--- src/rtl/rom_stream_pkg.sv ---
// Shared definitions for the ROM stream reader.
// Holds the reader state encoding, the ROM image (address/data pairs),
// the fill value for unlisted addresses and the output buffer depth.
package rom_stream_pkg;

    // Reader control states
    typedef enum logic [1:0] {
        ST_IDLE  = 2'd0,
        ST_ISSUE = 2'd1,
        ST_DRAIN = 2'd2,
        ST_DONE  = 2'd3
    } state_e;

    // ROM image: ROM_ADDR[i] holds ROM_DATA[i]; everything else is the fill value
    localparam int unsigned ROM_ENTRIES = 6;
    localparam int unsigned ROM_ADDR [ROM_ENTRIES] = '{0, 1, 2, 3, 4, 6};
    localparam int unsigned ROM_DATA [ROM_ENTRIES] = '{3, 2, 1, 0, 4, 5};

    // Every bit of DEFAULT_DATA takes this value (all ones)
    localparam logic DEFAULT_FILL = 1'b1;

    // Output buffer depth, also the read credit limit
    localparam int unsigned FIFO_DEPTH = 2;

endpackage

--- src/rtl/rom_sync.sv ---
// Registered-output table ROM with one cycle of read latency.
// Ports:
//   clk_i, reset_i : clock and synchronous active-high reset
//   en_i           : read strobe; data_o updates on the next edge only when set
//   addr_i         : read address
//   data_o         : registered ROM word
import rom_stream_pkg::*;

module rom_sync #(
    parameter int unsigned           ADDR_WIDTH   = 12,
    parameter int unsigned           DATA_WIDTH   = 8,
    parameter logic [DATA_WIDTH-1:0] DEFAULT_DATA = {DATA_WIDTH{DEFAULT_FILL}}
) (
    input  logic                  clk_i,
    input  logic                  reset_i,
    input  logic                  en_i,
    input  logic [ADDR_WIDTH-1:0] addr_i,
    output logic [DATA_WIDTH-1:0] data_o
);

    logic [DATA_WIDTH-1:0] lookup_c;
    logic [DATA_WIDTH-1:0] data_q;

    // Table lookup; unlisted addresses fall through to the fill value
    always_comb begin
        lookup_c = DEFAULT_DATA;
        for (int unsigned i = 0; i < ROM_ENTRIES; i++) begin
            if (addr_i == ADDR_WIDTH'(ROM_ADDR[i])) begin
                lookup_c = DATA_WIDTH'(ROM_DATA[i]);
            end
        end
    end

    // Output register
    always_ff @(posedge clk_i) begin
        if (reset_i) begin
            data_q <= '0;
        end else if (en_i) begin
            data_q <= lookup_c;
        end
    end

    assign data_o = data_q;

endmodule

--- src/rtl/rom_stream_reader.sv ---
// Burst reader: accepts {addr, len, dir} commands and streams ROM words out
// over a valid/ready interface with a 2-entry output buffer and credit-based
// read issue, so backpressure never drops or duplicates a word.
// Ports:
//   clk_i, reset_i                : clock and synchronous active-high reset
//   cmd_valid_i / cmd_ready_o     : command handshake (ready only in IDLE)
//   cmd_addr_i, cmd_len_i, cmd_dir_i : start address, word count, 0=inc 1=dec
//   out_valid_o / out_ready_i     : output word handshake
//   out_data_o, out_last_o        : ROM word and final-word flag
//   done_o                        : one-cycle pulse when the burst has drained
import rom_stream_pkg::*;

module rom_stream_reader #(
    parameter int unsigned           ADDR_WIDTH   = 12,
    parameter int unsigned           DATA_WIDTH   = 8,
    parameter int unsigned           LEN_WIDTH    = 8,
    parameter logic [DATA_WIDTH-1:0] DEFAULT_DATA = {DATA_WIDTH{DEFAULT_FILL}}
) (
    input  logic                  clk_i,
    input  logic                  reset_i,
    input  logic                  cmd_valid_i,
    output logic                  cmd_ready_o,
    input  logic [ADDR_WIDTH-1:0] cmd_addr_i,
    input  logic [LEN_WIDTH-1:0]  cmd_len_i,
    input  logic                  cmd_dir_i,
    output logic                  out_valid_o,
    input  logic                  out_ready_i,
    output logic [DATA_WIDTH-1:0] out_data_o,
    output logic                  out_last_o,
    output logic                  done_o
);

    localparam int unsigned CNT_WIDTH = 2;

    // Control and burst registers
    state_e                 state_q;
    logic [ADDR_WIDTH-1:0]  addr_q;
    logic [LEN_WIDTH-1:0]   remain_q;
    logic                   dir_q;

    // One read may be in flight inside rom_sync at a time
    logic                   inflight_q;
    logic                   inflight_last_q;
    logic [DATA_WIDTH-1:0]  rom_data;

    // Output buffer
    logic [DATA_WIDTH-1:0]  fifo_data_q [FIFO_DEPTH];
    logic [DATA_WIDTH-1:0]  fifo_data_d [FIFO_DEPTH];
    logic [FIFO_DEPTH-1:0]  fifo_last_q, fifo_last_d;
    logic                   wr_ptr_q, wr_ptr_d;
    logic                   rd_ptr_q, rd_ptr_d;
    logic [CNT_WIDTH-1:0]   count_q, count_d;

    // Registered outputs
    logic                   cmd_ready_q;
    logic                   out_valid_q;
    logic [DATA_WIDTH-1:0]  out_data_q;
    logic                   out_last_q;
    logic                   done_q;

    logic                   pop_c;
    logic                   push_c;
    logic [CNT_WIDTH-1:0]   occupancy_c;
    logic                   credit_ok_c;
    logic                   issue_c;
    logic                   last_issue_c;

    // Credit: buffered words plus the in-flight read must fit in the buffer,
    // counting a word popped this cycle as already gone
    assign pop_c        = out_valid_q & out_ready_i;
    assign push_c       = inflight_q;
    assign occupancy_c  = count_q + CNT_WIDTH'(inflight_q);
    assign credit_ok_c  = (occupancy_c < CNT_WIDTH'(FIFO_DEPTH)) ||
                          ((occupancy_c == CNT_WIDTH'(FIFO_DEPTH)) && pop_c);
    assign issue_c      = (state_q == ST_ISSUE) && credit_ok_c;
    assign last_issue_c = issue_c && (remain_q == LEN_WIDTH'(1));

    rom_sync #(
        .ADDR_WIDTH   (ADDR_WIDTH),
        .DATA_WIDTH   (DATA_WIDTH),
        .DEFAULT_DATA (DEFAULT_DATA)
    ) u_rom (
        .clk_i   (clk_i),
        .reset_i (reset_i),
        .en_i    (issue_c),
        .addr_i  (addr_q),
        .data_o  (rom_data)
    );

    // Buffer next state: returning ROM word is pushed, accepted head is popped
    always_comb begin
        fifo_data_d = fifo_data_q;
        fifo_last_d = fifo_last_q;
        wr_ptr_d    = wr_ptr_q;
        rd_ptr_d    = rd_ptr_q;
        if (push_c) begin
            fifo_data_d[wr_ptr_q] = rom_data;
            fifo_last_d[wr_ptr_q] = inflight_last_q;
            wr_ptr_d              = ~wr_ptr_q;
        end
        if (pop_c) begin
            rd_ptr_d = ~rd_ptr_q;
        end
        count_d = count_q + CNT_WIDTH'(push_c) - CNT_WIDTH'(pop_c);
    end

    // State, datapath and registered outputs
    always_ff @(posedge clk_i) begin
        if (reset_i) begin
            state_q         <= ST_IDLE;
            addr_q          <= '0;
            remain_q        <= '0;
            dir_q           <= 1'b0;
            inflight_q      <= 1'b0;
            inflight_last_q <= 1'b0;
            for (int unsigned i = 0; i < FIFO_DEPTH; i++) begin
                fifo_data_q[i] <= '0;
            end
            fifo_last_q     <= '0;
            wr_ptr_q        <= 1'b0;
            rd_ptr_q        <= 1'b0;
            count_q         <= '0;
            cmd_ready_q     <= 1'b1;
            out_valid_q     <= 1'b0;
            out_data_q      <= '0;
            out_last_q      <= 1'b0;
            done_q          <= 1'b0;
        end else begin
            fifo_data_q     <= fifo_data_d;
            fifo_last_q     <= fifo_last_d;
            wr_ptr_q        <= wr_ptr_d;
            rd_ptr_q        <= rd_ptr_d;
            count_q         <= count_d;
            inflight_q      <= issue_c;
            inflight_last_q <= last_issue_c;

            // Output register shows the head of the next buffer state
            out_valid_q     <= (count_d != '0);
            out_data_q      <= fifo_data_d[rd_ptr_d];
            out_last_q      <= (count_d != '0) && fifo_last_d[rd_ptr_d];
            done_q          <= 1'b0;

            case (state_q)
                ST_IDLE: begin
                    if (cmd_valid_i && cmd_ready_q) begin
                        addr_q      <= cmd_addr_i;
                        remain_q    <= cmd_len_i;
                        dir_q       <= cmd_dir_i;
                        cmd_ready_q <= 1'b0;
                        state_q     <= (cmd_len_i != '0) ? ST_ISSUE : ST_DRAIN;
                    end
                end
                ST_ISSUE: begin
                    if (issue_c) begin
                        addr_q   <= dir_q ? (addr_q - ADDR_WIDTH'(1))
                                          : (addr_q + ADDR_WIDTH'(1));
                        remain_q <= remain_q - LEN_WIDTH'(1);
                        if (last_issue_c) begin
                            state_q <= ST_DRAIN;
                        end
                    end
                end
                ST_DRAIN: begin
                    if ((count_q == '0) && !inflight_q) begin
                        state_q <= ST_DONE;
                        done_q  <= 1'b1;
                    end
                end
                ST_DONE: begin
                    state_q     <= ST_IDLE;
                    cmd_ready_q <= 1'b1;
                end
                default: begin
                    state_q     <= ST_IDLE;
                    cmd_ready_q <= 1'b1;
                end
            endcase
        end
    end

    assign cmd_ready_o = cmd_ready_q;
    assign out_valid_o = out_valid_q;
    assign out_data_o  = out_data_q;
    assign out_last_o  = out_last_q;
    assign done_o      = done_q;

endmodule
--- config.mk ---
export PLATFORM = sky130hd
export DESIGN_NAME = rom_stream_reader
export DESIGN_NICKNAME = d
export VERILOG_FILES = /design/src/rtl/rom_stream_pkg.sv /design/src/rtl/rom_sync.sv /design/src/rtl/rom_stream_reader.sv
export SDC_FILE = /design/constraint.sdc
export NUM_CORES = 1
export LEC_CHECK = 0
export ABC_AREA = 0
export BUFFER_PORTS_ARGS = -buffer_cell sky130_fd_sc_hd__buf_2
export CAP_MARGIN = 30
export CORE_MARGIN = 1.5
export CORE_UTILIZATION = 52
export CTS_BUF_LIST = sky130_fd_sc_hd__clkbuf_8 sky130_fd_sc_hd__clkbuf_16
export DETAILED_ROUTE_END_ITERATION = 8
export HOLD_SLACK_MARGIN = 0.1
export PLACE_DENSITY = 0.76
export SYNTH_ARGS = -nofsm -noshare
export SYNTH_HDL_FRONTEND = slang
export SYNTH_SLANG_ARGS = --single-unit
--- constraint.sdc ---
create_clock -name clk_i -period 1.8 [get_ports clk_i]
set_input_delay 0.27 -clock clk_i [delete_from_list [all_inputs] [get_ports clk_i]]
set_output_delay 0.27 -clock clk_i [all_outputs]
set_load 0.02 [all_outputs]
### After elaboration in Yosys (flattened, before gate mapping)

Cells that the tools add are included.

* $add $sub $neg: 5
* magnitude comparators: 7
* equality and inequality tests: 14
* muxes and demuxes: 36
* bitwise operators: 6
* reductions and logical operators: 22

Operators by type and width (count)
* $mux W8: 12
* $mux W12: 3
* $eq A12 B2 Y1 const B: 2
* $eq A12 B3 Y1 const B: 2
* $pmux W12 S2: 1
* $bwmux W16: 1
* $mux W16: 1
* $pmux W8 S2: 1
* $add A12 B1 Y12 const B: 1
* $eq A12 B1 Y1 const B: 1
* $logic_not A12 Y1: 1
* $mux W2: 6
* $sub A12 B1 Y12 const B: 1
* $demux W8 S1: 1
* $eq A8 B1 Y1 const B: 1
* $logic_and A1 B1 Y1: 8
* $ne A2 B2 Y1 const B: 4
* $pmux W2 S4: 1
* $reduce_bool A8 Y1: 1
* $sub A8 B1 Y8 const B: 1
* $eq A2 B2 Y1 const B: 3
* $mux W1: 6
* $reduce_bool A2 Y1: 3
* $ge A2 B2 Y1 const B: 2
* other kinds (20): 26

* flip-flop bits (word level): 67

### Depth between registers and ports, before layout

Gate-level depths: netlist of the first run.

* depth in word-level cells: 10
* mapped depth: 9
* mapped depth without buffers: 7

### Hierarchy

From an unflattened synthesis of the first run, not the netlist that was laid out.

* cell total of the unflattened synthesis: 398
* area, all modules: 3420.8 um^2

Modules (own cells, without submodules)
* rom_stream_reader: instances 1, cells an instance 371, area each 3184.3 um^2, seq. area each 1181.1 um^2
* rom_sync: instances 1, cells an instance 27, area each 236.5 um^2, seq. area each 80.1 um^2

### Worst setup path after synthesis of the first run

Ideal clock, no wire load.

* path type: register to register
* from: reg state_q[0]
* to: reg addr_q[9]
* library setup time: 0.129 ns
* arrival: 1.701 ns
* data required time: 1.671 ns
* path slack: -0.030 ns
* cell stages (with the launch flop): 9
* path buffers: 1
* clock period less this slack: 1.830 ns
* path through: dfxtp_1 -> inv_1 -> ha_1 -> buf_2 -> nand2b_1 -> and2_1 -> a21o_1 -> a2111oi_0 -> o21ai_1

* longest elaborated chain between the ends: 4
* elaborated cells between the ends (all ways): 8
* classes of those cells: 3 x eq/ne; 1 x mux; 4 x reduce/logical

RTL lines
* from (decl): RTL line rom_stream_reader.sv:36 `state_e state_q;`
* from (signal assigned): RTL line rom_stream_reader.sv:150 `state_q <= (cmd_len_i != '0) ? ST_ISSUE : ST_DRAIN;`
* $eq A2 B1 Y1: RTL line rom_stream_reader.sv:75, rom_stream_reader.sv:143
* $logic_and A1 B1 Y1: RTL line rom_stream_reader.sv:75 `assign issue_c = (state_q == ST_ISSUE) && credit_ok_c;`
* $ne A2 B2 Y1 (no source line)
* $reduce_and A3 Y1 (no source line)
* to (signal assigned): RTL line rom_stream_reader.sv:146 `addr_q <= cmd_addr_i;`
* to (signal assigned): RTL line rom_stream_reader.sv:155 `addr_q <= dir_q ? (addr_q - ADDR_WIDTH'(1))`
* to (decl): RTL line rom_stream_reader.sv:37 `logic [ADDR_WIDTH-1:0] addr_q;`

Several ways; a longest one is shown, not always the timed one.
A chain may end at the register's enable or synchronous reset.

### Worst setup path in the final report of the first run

* from: reg inflight_q
* to: reg state_q[1]

* longest elaborated chain between the ends: 8
* elaborated cells between the ends (all ways): 13
* classes of those cells: 1 x add/sub; 1 x order compare; 4 x eq/ne; 7 x reduce/logical

RTL lines
* from (decl): RTL line rom_stream_reader.sv:42 `logic inflight_q;`
* from (signal assigned): RTL line rom_stream_reader.sv:134 `inflight_q <= issue_c;`
* $add A2 B1 Y2: RTL line rom_stream_reader.sv:72 `assign occupancy_c = count_q + CNT_WIDTH'(inflight_q);`
* $eq A2 B2 Y1: RTL line rom_stream_reader.sv:74 `((occupancy_c == CNT_WIDTH'(FIFO_DEPTH)) && pop_c);`
* $logic_and A1 B1 Y1: RTL line rom_stream_reader.sv:74
* $logic_or A1 B1 Y1: RTL line rom_stream_reader.sv:73 `assign credit_ok_c = (occupancy_c < CNT_WIDTH'(FIFO_DEPTH)) ||`
* $logic_and A1 B1 Y1: RTL line rom_stream_reader.sv:75
* $logic_and A1 B1 Y1: RTL line rom_stream_reader.sv:76 `assign last_issue_c = issue_c && (remain_q == LEN_WIDTH'(1));`
* $ne A2 B2 Y1 (no source line)
* $reduce_and A4 Y1 (no source line) (*)

Every way passes the cells marked *; elsewhere a longest branch is shown, timed or not.

==> results by group, run 1 <==
Final layout
  – Layout filler cell count: 479
  – Final design instance area without fill: 4020 um2
  – Ratio of cells with drive above 1 in the final layout: 0.284
  – Area occupied by multi-input gates: 1880 um2
  – Count of inserted antenna diode cells: 0
  – Post-route core utilization: 0.683
  – Number of nets at the end of the flow: 484
  – Relative area change from synthesis to final layout: 27.2%
  – Area occupied by registers: 1270 um2

Timing
  – Count of pins over their slew limit: 0
  – Clock Skews: 0.00613 ns
  – Worst Max-Slew Pin Slew: 0.520 ns
  – Highest Clock Rate: 0.496 GHz
  – Endpoints failing hold: 0
  – Unrepaired setup endpoints after global routing: yes
  – Min Clock Period, post-route: 2.01 ns
  – Setup violation total in the final timing report: 3
  – Worst relative slew slack: 0.653
  – Minimum setup slack in the final design: -0.214 ns
  – Share of the clock period used by the worst path after layout: 1.12

Min path
  – Hold Path Depth: 3
  – Beginning of the worst hold path: cmd_dir_i
  – Class of the most critical hold timing path: in -> reg
  – Destination of the worst hold path: dir_q$_SDFFE_PP0P_

Status
  – Run status: finished with violations
  – Violations in the final reports: negative setup slack

Placement
  – Weighted congestion reported at the end of routability-driven placement: 0.858
  – Sum of net half-perimeters after detailed placement: 5.34 mm
  – Area of placed instances: 3600 um2
  – Worst-case setup slack after placement: -0.0678 ns
  – Number of port buffers: 36

Critical path
  – Critical path arrival: 2.27 ns
  – Worst-path cell with the longest stage delay: a222oi_1
  – Critical path, cell by cell: ha_4, and3b_2, o2111ai_2, a222oi_1, buf_4, nor2_4, a311oi_2
  – Kind of capture point of the worst setup path: flop
  – Maximum fanout count along the critical path: 3
  – Buffers & Inverters on Critical Path: 1
  – Worst flop-to-flop path endpoint: state_q[1]$_SDFFE_PP0P_
  – Critical path class: reg -> reg
  – Crit path largest cell delay: 0.48 ns
  – Family with the most delay on the worst path: compound AO/OA/AOI/OAI gates
  – Endpoint required time on the critical path: 2.06 ns
  – Reg-to-Reg Start: inflight_q$_SDFF_PP0_
  – Worst R2R Setup Slack: -0.21 ns
  – Startpoint type of the worst setup path: flop
  – Cell depth of the worst flop-to-flop path: 7

Clock network
  – Number of buffers on the longest clock path: 2
  – Number of hold buffers added after cts: 0
  – Count of clock tree sinks: 63
  – Cell chosen for the clock root: clkbuf_8
  – Clock insertion delay at the later pin of the skew report: 0.34 ns
  – Number of CTS-inserted buffers: 9
  – Number of levels in the clock H-tree: 3
  – Clock slew seen by the registers of the worst setup and hold paths: 0.07 ns
  – CTS tree: yes

Route
  – DRC violation total after the first TritonRoute iteration: 257
  – Routed Antenna Nets: 0
  – Routed Wire Length: 8.16 mm
  – DR vias: 3108
  – Detailed Routing Iterations Pass 1: 4
  – DRC errors left: 0
  – WL per Instance: 15.5 um
  – DR vias/cell: 5.91

Global route
  – Global-route wire length before repair: 12.7 mm
  – Initial antenna violation count: 0
  – Maximum number of pins on one net before global-route repair: 28
  – Via count of the first global-routing pass: 2732
  – Final global-route overflow total: 0
  – Overall Global Routing Usage: 0.250

Synthesis
  – Xor and xnor fraction of the mapped netlist area: 0.0166
  – Number of flops mapped to enable cells by yosys: 0
  – Post-synthesis compound-gate area fraction: 0.238
  – Top flip-flop cell by instance count after synthesis: dfxtp_1
  – Yosys cell types: 63
  – Post-synthesis sequential area ratio: 0.399
  – Cell count after synthesis: 382
  – Share of flip-flops with an asynchronous set or reset after synthesis: 0
  – Leading area contributor after synthesis: dfxtp_1
  – Dominant combinational cell family by area after synthesis: compound AO/OA/AOI/OAI gates
  – Main area contributors after synthesis: dfxtp_1, a21oi_1, ha_1, nor2_1, nand2_1
  – Fraction of the mapped netlist area in adder cells: 0.0515
  – Simple logic cell fraction of the synthesized area: 0.216
  – Post-Syn Area: 3160 um2
  – Number of warnings printed during yosys synthesis: 0
  – Number of register bits inferred by synthesis: 63
  – Mapped Nets: 420
  – Area fraction of the dominant cell type after synthesis: 0.399
  – Avg Inst Size Synth: 8.27 um2
  – Post-synthesis mux area share: 0.0285

Power and ir drop
  – Total Power Consumption: 6.60 mW
  – Leakage Power: 1.65 nW
  – Power per cell area: 1640 nW/um2
  – VDD IR max: 0.802 mV

Floorplan
  – Initial core utilization: 0.537
  – Area inside the core boundary: 5890 um2
  – DIE WIDTH: 80.9 um
  – Number of placed I/O pins: 37
  – Chip Height: 80.9 um
  – Die Area: 6550 um2
  – FP Rows: 28

Job
  – Max-Cap Viols: 0
-- where the power goes --
| part | internal [mW] | switching (mW) |
|---|---|---|
| Combinational | 1.40 | 1.74 |
| Sequential | 1.72 | 0.327 |
| Clock | 0.796 | 0.614 |
-- state kept, by name, summed over array words and instances (netlist names) --
| signal | count |
|---|---|
| fifo_data_q | 16 |
| addr_q | 12 |
| fifo_last_q | 2 |
| state_q | 2 |
| out_data_o | 8 |
| wr_ptr_q | 1 |
| done_o | 1 |
| u_rom.data_o | 4 |
| out_valid_o | 1 |
| remain_q | 8 |
| count_q | 2 |
| inflight_q | 1 |
| out_last_o | 1 |
| inflight_last_q | 1 |
| rd_ptr_q | 1 |
| dir_q | 1 |
| cmd_ready_o | 1 |
-- routing by layer --
| metal | wire length (um) | vias to the layer above | GRT usage |
|---|---|---|---|
| met5 | 0 | - | 0 |
| met4 | 132 | 0 | 0.0948 |
| met3 | 552 | 13 | 0.0528 |
| met2 | 3960 | 118 | 0.390 |
| met1 | 3520 | 1465 | 0.338 |
| li1 | - | 1512 | - |
-- worst reg2reg max path: stages, from the launching register on --
cell,delay [ns]
dfxtp_2,0.34
ha_4,0.24
and3b_2,0.26
o2111ai_2,0.14
a222oi_1,0.48
buf_4,0.23
nor2_4,0.04
a311oi_2,0.21
-- placed cells by master, fill, tap and decap left out, types with 5 or more instances in the layout --
cell,Yosys,final
a21oi_1,49,46
a31oi_1,5,5
buf_2,6,36
buf_4,0,37
clkbuf_8,0,9
dfxtp_1,63,58
ha_1,13,9
inv_1,17,16
mux2i_1,9,9
nand2_1,38,38
nand2b_1,6,6
nand3_1,8,7
nor2_1,40,39
nor3b_1,5,5
nor4_1,5,5
o21ai_0,18,11
o21ai_1,1,6
o32ai_1,6,5
-- synthesized netlist by cell type (8+ instances only) --
| cell type | instances |
|---|---|
| o21ai_0 | 18 |
| inv_1 | 17 |
| mux2i_1 | 9 |
| nand2_1 | 38 |
| nand3_1 | 8 |
| clkbuf_1 | 13 |
| nor2_1 | 40 |
| dfxtp_1 | 63 |
| ha_1 | 13 |
| a21oi_1 | 49 |
-- timing repair --
action / CTS / global route
setup endpoints to repair: 10 / 26
pin swaps: 3 / 8
gates resized for setup: 6 / 35
buffers inserted: 3 / 2
hold endpoints to repair: 0 / 0
-- per-stage QoR --
step           hold slack, ns  std cells  TNS (ns)
2_1_floorplan           0.361        382         0
3_3_place_gp            0.448        505   -0.0143
4_1_cts                 0.184        524  -0.00801
6_report                0.204        526    -0.428
3_5_place_dp            0.451        505    -0.123
5_1_grt                 0.224        526     -1.02
-- logic make-up after synthesis --
logic type	count (synthesis)
adder cells (fa/ha/maj)	13
buffers and inverters	40
flip-flops	63
AND/OR/NAND/NOR	133
XOR/XNOR	6
AO/OA/AOI/OAI	118
multiplexers	9
-- layout make-up --
cell class                 instances  area share
tap                               75      0.0233
inverter                          18      0.0168
multi-input combinational        279       0.468
clock buffer                       9      0.0308
clock inverter                     7      0.0255
timing repair buffer              75       0.120
sequential                        63       0.316
-- worst max path at each step --
| stage | slack [ns] | start | cells past startpoint | endpoint |
|---|---|---|---|---|
| after floorplan | 0.005 | state_q[0]$_SDFFE_PP0P_ | 8 | addr_q[9]$_SDFFE_PP0P_ |
| final | -0.21 | inflight_q$_SDFF_PP0_ | 7 | state_q[1]$_SDFFE_PP0P_ |
| after global placement | -0.01 | inflight_q$_SDFF_PP0_ | 6 | state_q[1]$_SDFFE_PP0P_ |
| after detailed placement | -0.07 | inflight_q$_SDFF_PP0_ | 6 | state_q[1]$_SDFFE_PP0P_ |
| after global routing | -0.19 | inflight_q$_SDFF_PP0_ | 7 | state_q[1]$_SDFFE_PP0P_ |
| after CTS | -0.008 | count_q[0]$_SDFF_PP0_ | 7 | state_q[1]$_SDFFE_PP0P_ |
(Power assumes the default switching activity.)
==> run 2: changes to the inputs <==
--- a/config.mk
+++ b/config.mk
@@ -6,14 +6,15 @@
 export NUM_CORES = 1
 export LEC_CHECK = 0
 export ABC_AREA = 0
-export BUFFER_PORTS_ARGS = -buffer_cell sky130_fd_sc_hd__buf_2
 export CAP_MARGIN = 30
 export CORE_MARGIN = 1.5
-export CORE_UTILIZATION = 52
+export CORE_UTILIZATION = 57
 export CTS_BUF_LIST = sky130_fd_sc_hd__clkbuf_8 sky130_fd_sc_hd__clkbuf_16
 export DETAILED_ROUTE_END_ITERATION = 8
+export DONT_BUFFER_PORTS = 1
 export HOLD_SLACK_MARGIN = 0.1
 export PLACE_DENSITY = 0.76
+export REMOVE_ABC_BUFFERS = 1
 export SYNTH_ARGS = -nofsm -noshare
 export SYNTH_HDL_FRONTEND = slang
 export SYNTH_SLANG_ARGS = --single-unit
==> run 2 against run 1 <==
Net effect: the flow still finishes with violations (negative setup slack); die area is 8.4% lower; count of clock-buffer cells in the layout grew 1; utilization rose by 6.3 points; sequential power grew 4%; final cell count shrank 6.8%; register-to-register slack better by 0.13 ns; worst setup slack improved by 0.13 ns; non-clock buffer count is 31 lower; critical path depth stayed put; routed wire length decreased by 1.7%; cell area down 2.9%; critical path type unchanged.
==> results by group, run 2 (same netlist as run 1, synthesis figures left out) <==
Final layout
  – Registers with the most flip-flops: fifo_data_q (16), addr_q (12)
  – Number of nets at the end of the flow: 453 (-6.4%)
  – Leading cell type in the layout, fill and taps excluded: dfxtp_1
  – Top register by number of flip-flops: fifo_data_q
  – Final design instance area without fill: 3900 um2 (-2.9%)
  – Count of inserted antenna diode cells: 0 (unchanged)
  – Commonest cells after routing, fill and taps aside: dfxtp_1, a21oi_1, nand2_1, nor2_1, buf_4
  – Ratio of cells with drive above 1 in the final layout: 0.250 (-0.0338)
  – Max reg flops: 16 (unchanged)
  – Post-route core utilization: 0.745 (+0.0625)
  – Relative area change from synthesis to final layout: 23.6%

Route
  – DR vias: 2961 (-4.7%)
  – DR vias/cell: 6.04 (+2.3%)
  – Routed Wire Length: 8.03 mm (-1.7%)
  – Detailed Routing Iterations Pass 1: 4 (unchanged)
  – Routed Antenna Nets: 0 (unchanged)
  – DRC errors left: 0 (unchanged)
  – WL per Instance: 16.4 um (+5.5%)
  – DRC violation total after the first TritonRoute iteration: 177 (-31%)

Critical path
  – Maximum fanout count along the critical path: 4 (+1)
  – Endpoint required time on the critical path: 2.03 ns (-0.03 ns)
  – Kind of capture point of the worst setup path: flop
  – Worst R2R Setup Slack: -0.08 ns (+0.13 ns)
  – Critical path class: reg -> reg
  – Critical path arrival: 2.11 ns (-0.16 ns)
  – Startpoint type of the worst setup path: flop

Timing
  – Minimum setup slack in the final design: -0.0798 ns (+0.134 ns)
  – Count of pins over their slew limit: 0 (unchanged)
  – Post-route worst hold slack: 0.103 ns (-0.101 ns)
  – Clock Skews: 0.00515 ns (-0.000979 ns)
  – Min Clock Period, post-route: 1.88 ns (-0.134 ns)
  – Endpoints failing hold: 0 (unchanged)
  – Worst relative slew slack: 0.693 (+0.0396)
  – Worst Max-Slew Pin Slew: 0.461 ns (-0.0589 ns)
  – Setup TNS: -0.283 ns (+0.145 ns)
  – Unrepaired setup endpoints after global routing: yes
  – Highest Clock Rate: 0.532 GHz (+7.2%)
  – Share of the clock period used by the worst path after layout: 1.04 (-0.0747)
  – Setup violation total in the final timing report: 6 (+3)

Clock network
  – Number of buffers on the longest clock path: 2 (unchanged)
  – Count of clock tree sinks: 63 (unchanged)
  – Clock slew seen by the registers of the worst setup and hold paths: 0.07 ns (about the same)
  – CTS tree: yes
  – Clock insertion delay at the later pin of the skew report: 0.35 ns (about the same)
  – Number of CTS-inserted buffers: 9 (unchanged)
  – Cell chosen for the clock root: clkbuf_8
  – Number of levels in the clock H-tree: 3 (unchanged)

Placement
  – Area of placed instances: 3400 um2 (-5.6%)
  – Sum of net half-perimeters after detailed placement: 5.23 mm (-2.1%)
  – Worst-case setup slack after placement: -0.102 ns (-0.0339 ns)
  – Weighted congestion reported at the end of routability-driven placement: 0.862 (+0.50%)
  – Number of port buffers: 0 (-100%)

Job
  – Max-Cap Viols: 0 (unchanged)

Floorplan
  – Number of placed I/O pins: 37 (unchanged)
  – Initial core utilization: 0.603 (+0.0664)
  – Area inside the core boundary: 5240 um2 (-11%)
  – Die Area: 6000 um2 (-8.4%)
  – FP Rows: 26 (-7.1%)
  – Chip Height: 77.5 um (-4.3%)
  – DIE WIDTH: 77.5 um (-4.3%)

Power and ir drop
  – Clk network pwr share: 0.196 (-0.018)
  – Switching power: 2.64 mW (-1.7%)
  – VDD IR max: 1.02 mV (+27%)
  – Leakage Power: 1.51 nW (-8.3%)
  – Register share of total power: 0.326 (+0.016)
  – Comb pwr share: 0.478 (about the same)
  – Power per cell area: 1670 nW/um2 (+1.4%)
  – Switching Share: 0.406 (-0.000966)
  – Internal Power: 3.86 mW (-1.3%)

Global route
  – Maximum number of pins on one net before global-route repair: 45 (+61%)
  – Final global-route overflow total: 0 (unchanged)
  – Via count of the first global-routing pass: 2792 (+2.2%)
  – Overall Global Routing Usage: 0.265 (+0.0150)
  – Global-route wire length before repair: 12.7 mm (-0.22%)
  – Initial antenna violation count: 0 (unchanged)

Status
  – Violations in the final reports: negative setup slack
  – Run status: finished with violations

Min path
  – Class of the most critical hold timing path: in -> reg
==> run 2: changes by cell type in the layout (fill, tap and decap cells not counted), moves of 2 or more <==
cell and change:
inv_6 -3, nor4_2 +3, buf_6 +3, nor2_2 +2, a221oi_2 +2, buf_2 -36, nor4_1 -2, a221oi_1 -2
o21ai_1 -2, o21ai_0 +2, clkinvlp_4 +2
==> run 2: path summary, 6_finish.rpt <==
| check | startpoint | endpoint | cells past startpoint |
|---|---|---|---|
| worst max-delay path | inflight_q$_SDFF_PP0_ | u_rom.data_o[0]$_SDFFE_PP0P_ | 7 |
| worst min-delay path | cmd_addr_i[9] | addr_q[9]$_SDFFE_PP0P_ | 2 |
| worst max register to register | inflight_q$_SDFF_PP0_ | u_rom.data_o[0]$_SDFFE_PP0P_ | 7 |
| worst min register to register | fifo_data_q[14]$_SDFF_PP0_ | fifo_data_q[14]$_SDFF_PP0_ | 2 |
==> run 2: power groups by stage <==
stage / Combinational [mW] / Sequential [mW] / Clock [mW]
after floorplan: 1.57 / 2.08 / 0
after global placement: 2.44 / 2.09 / 0
after detailed placement: 2.49 / 2.11 / 0
after CTS: 2.58 / 2.09 / 1.29
after global routing: 3.41 / 2.17 / 1.35
final: 3.11 / 2.12 / 1.27
==> run 2: final cells by class <==
cell class                      count  area [um2]
Multi-Input combinational cell    279        1900
Timing Repair Buffer               44         364
Tap cell                           70        87.6
Clock inverter                      6        70.1
Inverter                           18        70.1
Sequential cell                    63        1270
Clock buffer                       10         138
Fill cell                         390        1330
==> run 2: critical path, cell delays in order (launching register included) <==
cell and delay [ns]:
dfxtp_2 0.34, ha_4 0.24, and3b_2 0.25, buf_4 0.12, o21ai_2 0.06, or3_4 0.39, nor3_4 0.28, a21oi_1 0.10
==> run 2: routing by layer <==
metal | vias to the layer above | part of all wire | GRT usage
met4 | 0 | 0.015 | 0.115
met3 | 14 | 0.040 | 0.0671
met2 | 66 | 0.51 | 0.446
met5 | - | 0 | 0
met1 | 1428 | 0.44 | 0.319
li1 | 1453 | - | -
==> run 2: what timing repair did <==
item,4_1_cts,5_1_grt
resized for setup,7,46
setup buffers,1,7
endpoints found under the setup margin,6,22
pin swaps,3,18
hold endpoints to repair,44,0
cloned,0,1
hold buffers,2,0
==> run 2: through the flow <==
| step | power (mW) | instances |
|---|---|---|
| 6_report | 6.50 | 490 |
| 5_1_grt | 6.92 | 490 |
| 4_1_cts | 5.96 | 482 |
| 3_5_place_dp | 4.60 | 463 |
| 3_3_place_gp | 4.52 | 463 |
| 2_1_floorplan | 3.65 | 360 |
